### config.mk
export PLATFORM = sky130hd
export DESIGN_NAME = mux_2to1_pipe
export DESIGN_NICKNAME = d
export VERILOG_FILES = /design/src/rtl/mux_2to1_pipe.sv
export SDC_FILE = /design/constraint.sdc
export NUM_CORES = 1
export LEC_CHECK = 0
export ABC_AREA = 0
export BUFFER_PORTS_ARGS = -buffer_cell sky130_fd_sc_hd__buf_2
export CAP_MARGIN = 20
export CORE_AREA = 2 2 39 41
export DETAILED_ROUTE_END_ITERATION = 8
export DIE_AREA = 0 0 41 43
export SLEW_MARGIN = 15
export SYNTH_ARGS = -nofsm -noshare
export SYNTH_HDL_FRONTEND = slang
export SYNTH_SLANG_ARGS = --single-unit
### constraint.sdc
create_clock -name clk -period 1.05 [get_ports clk]
set_input_delay 0.0525 -clock clk [delete_from_list [all_inputs] [get_ports clk]]
set_output_delay 0.0525 -clock clk [all_outputs]
set_load 0.03 [all_outputs]
### src/rtl/mux_2to1_pipe.sv
// Registered 2:1 select stage with valid/ready handshake and a one-beat skid buffer.
// Optional per-select acceptance counters are enabled by defining MUX_SEL_COUNT_EN.
module mux_2to1_pipe #(
  parameter int WIDTH     = 1,
  parameter int CNT_WIDTH = 16
) (
  input  logic                 clk,
  input  logic                 rst_n,
  input  logic [WIDTH-1:0]     a,
  input  logic [WIDTH-1:0]     b,
  input  logic                 sel,
  input  logic                 in_valid,
  output logic                 in_ready,
  output logic [WIDTH-1:0]     y,
  output logic                 out_valid,
  input  logic                 out_ready
`ifdef MUX_SEL_COUNT_EN
  ,
  output logic [CNT_WIDTH-1:0] cnt_a,
  output logic [CNT_WIDTH-1:0] cnt_b
`endif
);

  logic [WIDTH-1:0] d_p0;
  logic             accept;
  logic             main_free;
  logic [WIDTH-1:0] y_p1;
  logic             vld_p1;
  logic [WIDTH-1:0] skid_p1;
  logic             skid_vld_p1;

  function automatic logic [CNT_WIDTH-1:0] sat_inc(input logic [CNT_WIDTH-1:0] c);
    return (&c) ? c : c + CNT_WIDTH'(1);
  endfunction

  // Stage p0: select is resolved at acceptance, so later input changes cannot leak in
  assign d_p0      = sel ? b : a;
  assign accept    = in_valid & in_ready;
  assign main_free = ~vld_p1 | out_ready;

  // Stage p1: output register, refilled from skid first to preserve order
  always_ff @(posedge clk or negedge rst_n) begin
    if (!rst_n) begin
      y_p1        <= '0;
      vld_p1      <= 1'b0;
      skid_vld_p1 <= 1'b0;
    end else if (main_free) begin
      if (skid_vld_p1) begin
        y_p1        <= skid_p1;
        vld_p1      <= 1'b1;
        skid_vld_p1 <= 1'b0;
      end else if (accept) begin
        y_p1   <= d_p0;
        vld_p1 <= 1'b1;
      end else begin
        vld_p1 <= 1'b0;
      end
    end else if (accept) begin
      skid_vld_p1 <= 1'b1;
    end
  end

  always_ff @(posedge clk) begin
    if (accept && !main_free) begin
      skid_p1 <= d_p0;
    end
  end

  // in_ready comes straight from the skid flag, keeping out_ready off the upstream path
  assign in_ready  = ~skid_vld_p1;
  assign y         = y_p1;
  assign out_valid = vld_p1;

`ifdef MUX_SEL_COUNT_EN
  always_ff @(posedge clk or negedge rst_n) begin
    if (!rst_n) begin
      cnt_a <= '0;
      cnt_b <= '0;
    end else if (accept) begin
      if (sel) begin
        cnt_b <= sat_inc(cnt_b);
      end else begin
        cnt_a <= sat_inc(cnt_a);
      end
    end
  end
`endif

endmodule

* Word level (Yosys, flattened, before mapping)
Index checks and enable logic that the tools add are counted.
** Cells by class
- Reductions and logical operators :: 5
- Mux-type cells :: 7
- Bitwise gates (word level) :: 4
** Operators by type and width (count)
- two-way mux 1 bit :: 7
- nonzero test 2 bit :: 2
- inverter 1 bit :: 2
- AND reduction 2 bit :: 1
- bitwise AND 1 bit :: 1
- logical AND 1 bit :: 1
- zero test 1 bit :: 1
- OR 1 bit :: 1
** Storage, ports and cells
- Register bits :: 4
- Output and inout bits :: 3
- Word-level logic and storage cells :: 20
- Input bits :: 7

* Depth between registers and ports, before layout
- Depth in word-level cells :: 4
- Mapped depth :: 3
- Depth with buffers taken out :: 3

* Least setup slack after synthesis
OpenSTA, ideal clock, no wires.
- Path kind :: reg-to-reg
- Start :: register vld_p1, in the netlist out_valid
- End :: register skid_p1, enable pin
- Buffers on the path :: 0
- Required time :: 757 ps
- Period minus slack after synthesis :: 1122 ps
- Data arrival time :: 829 ps
- Cell stages (with the launch flop) :: 3
- Library setup time :: 293 ps
- Path slack :: -72 ps
- Cells stage by stage :: dfrtp_1 nor2b_1 and3_1
** On the way
- Longest elaborated chain between the ends :: 4
** Ends and longest elaborated chain
- start, declared :: line 28 : logic vld_p1;
- start signal, assigned :: line 45 : vld_p1 <= 1'b0;
- start signal, assigned :: line 50 : vld_p1 <= 1'b1;
- start signal, assigned :: line 54 : vld_p1 <= 1'b1;
- inverter 1 bit :: line 39 : assign main_free = ~vld_p1 | out_ready;
- OR 1 bit :: line 39
- zero test 1 bit :: line 64 : if (accept && !main_free) begin
- logical AND 1 bit :: line 64
- end signal, assigned :: line 65 : skid_p1 <= d_p0;
- end, declared :: line 29 : logic [WIDTH-1:0] skid_p1;
Every way passes these cells.
A chain may end at the register's enable or synchronous reset.

* Final worst setup path
Same ends and word-level chain as after synthesis.

==> results_dict.tcl <==
set metrics [dict create \
    whs_path_depth 3 \
    grtUsageTotal_pct 5.13 \
    post-synth-top-area-cell "dfrtp_1" \
    min_period_ps 944 \
    end_kind "register" \
    fin_crit_sh_pct 89.9 \
    synthFlopType "dfrtp_1" \
    drt_iter0_drc 2 \
    grt_max_degree 5 \
    gp_congestion 0.579 \
    fin_nets 38 \
    wirelength_microns 400 \
    grt_pass1_vias 163 \
    dp_hpwl_microns 316 \
    htreeDepth 1 \
    ctsRootBufferMaster "clkbuf_4" \
    clock-sinks 4 \
    synth_area_leaders "dfrtp_1 43%, edfxtp_1 17%, mux2_4 8.5%" \
    max_stage_delay_ps 350 \
    finalClockSkew_ps 11.8 \
    holdCritPathClass "input pin to register" \
    finalHoldViolations 0 \
    die-area_sq_um 1760 \
    drc 0 \
    r2r_start "out_valid" \
    required_ps 1010 \
    synth-async-reset-ratio_pct 75.0 \
    synth_edf_count 1 \
    maxCapViolCount 0 \
    viasPerCell 3.80 \
    postSynthRegisterBits 4 \
    dr_total_vias 175 \
    ys_types 12 \
    core_area_sq_um 1380 \
    timing.rr.end "skid_p1" \
    start_util_pct 12.7 \
    grt_overflow 0 \
    ir_drop_mv 0.367 \
    whs_endpoint "out_valid" \
    diodes 0 \
    crit_family "flip-flops" \
    cts_buffers 3 \
    antenna_found_initial 0 \
    p_leak_nw 0.133 \
    drtPass1Iterations 2 \
    multi_input_comb_area_sq_um 67.6 \
    insertion_delay_ps 240 \
    maxSlewHeadroom_pct 86.6 \
    yosysWarningCount 0 \
    port_buffers 9 \
    startpoint_type "register" \
    crit_path_max_fanout 3 \
    io_pins 10 \
    grt_pass1_wl_microns 558 \
    tightest_slew_ps 200 \
    fin_ws_ps 106 \
    crit_buf_inv 0 \
    synth_area_sq_um 176 \
    synthToLayoutAreaGrowth_pct 58.2 \
    seq_area_frac_synth_pct 59.6 \
    synth_fp_nets 23 \
    rows 14 \
    fill_cells 155 \
    ys_top_cells_by_count "3 x dfrtp_1, 2 x nand3_1, 2 x nor2_1" \
    rsz0062_at_grt "false" \
    drive_gt1_share_pct 50.0 \
    regToRegSetupSlack_ps 110 \
    slew_violations 0 \
    clockBufferDepth 2 \
    post-synth-top-count-cell "dfrtp_1" \
    critPathSlowestCell "dfrtp_2" \
    setup_violations 0 \
    die_h_microns 43 \
    p_per_area_nw_per_um2 1750 \
    avgSynthCellArea_sq_um 11.0 \
    regArea_sq_um 106 \
    path_class "register to register" \
    status "completed" \
    max_freq_mhz 1060 \
    reg2reg_depth 2 \
    pre_cts_slack_ps 92.4 \
    tns_ps 0 \
    ant_nets 0 \
    critPathArrivalTime_ps 900 \
    worstPathCellList "nor2b_1, and3_1" \
    power_mw 0.488 \
    hold_start "in_valid" \
    path_clk_slew_ps 50 \
    wire_per_inst_microns 8.70 \
    synthCells 16 \
    yosysTopAreaCellShare_pct 42.6 \
    cts_tree "yes" \
    dieWidth_microns 41 \
]
logic make-up (layout without fill, tap and decap cells):
group / Yosys count / count (layout) / share of synthesized area [%]
compound gates: 1 / 1 / 2.83
buf+inv: 1 / 15 / 2.13
flops: 4 / 4 / 59.6
mux: 1 / 1 / 8.51
simple gates: 9 / 9 / 27.0
repair_timing:
| item | CTS | global route |
|---|---|---|
| setup buffers | 0 | 0 |
| hold buffers | 1 | 0 |
| endpoints found under the hold margin | 3 | 0 |
| resized for setup | 0 | 0 |
registers in the layout, summed over array words and instances, names as in the netlist:
register and flops:
skid_vld_p1 1, skid_p1 1, out_valid 1, y 1
worst min-delay path: cells and delay by family:
kind	cells	cell delay, ps
simple gates	2	120
buf+inv	1	100
metal layers:
metal	up-vias	GRT usage, %	share of wire, %	wire, microns
met5	-	0	0	0
met4	0	2.00	0	0
met3	0	6.28	11	44
met2	8	7.19	53	211
met1	84	4.19	36	144
li1	83	-	-	-
final cells by class:
class	count	share of cell area, %
Clock buffer	4	9.42
Sequential cell	4	38.1
Multi-Input combinational cell	11	24.2
Tap cell	16	7.17
Timing Repair Buffer	10	19.7
Inverter	1	1.35
per-stage QoR:
step	std cells	hold WS (ps)	area (sq um)	utilization, %
6_report	46	76.4	279	20.2
2_1_floorplan	16	-243	178	-
3_5_place_dp	41	-148	243	17.5
3_3_place_gp	41	-148	243	17.5
5_1_grt	46	101	279	20.2
4_1_cts	46	71.1	279	20.2
cell usage in the layout, fill, tap and decap left out:
cell type and n:
and3_1 1, buf_2 9, clkbuf_1 1, clkbuf_4 3
dfrtp_1 2, dfrtp_2 1, dlygate4sd3_1 1, edfxtp_1 1
inv_2 1, mux2_4 1, nand2_1 1, nand3_1 2
nand4_1 1, nor2_1 2, nor2b_1 1, o21ai_0 1
or2b_1 1
power breakdown:
part | internal [mW] | total (mW) | switching [mW]
registers | 0.176 | 0.184 | 0.00792
clock network | 0.143 | 0.213 | 0.0696
logic | 0.0357 | 0.0911 | 0.0555
worst max path at each step:
stage,from,end,slack (ps),cells past startpoint
finish,out_valid,skid_p1,110,2
global route,out_valid,y,50,3
CTS,out_valid,skid_p1,100,2
detailed placement,out_valid,y,90,3
global placement,out_valid,y,110,3
floorplan,out_valid,skid_p1,6,2
No activity file was read; power rests on OpenSTA's default activity.
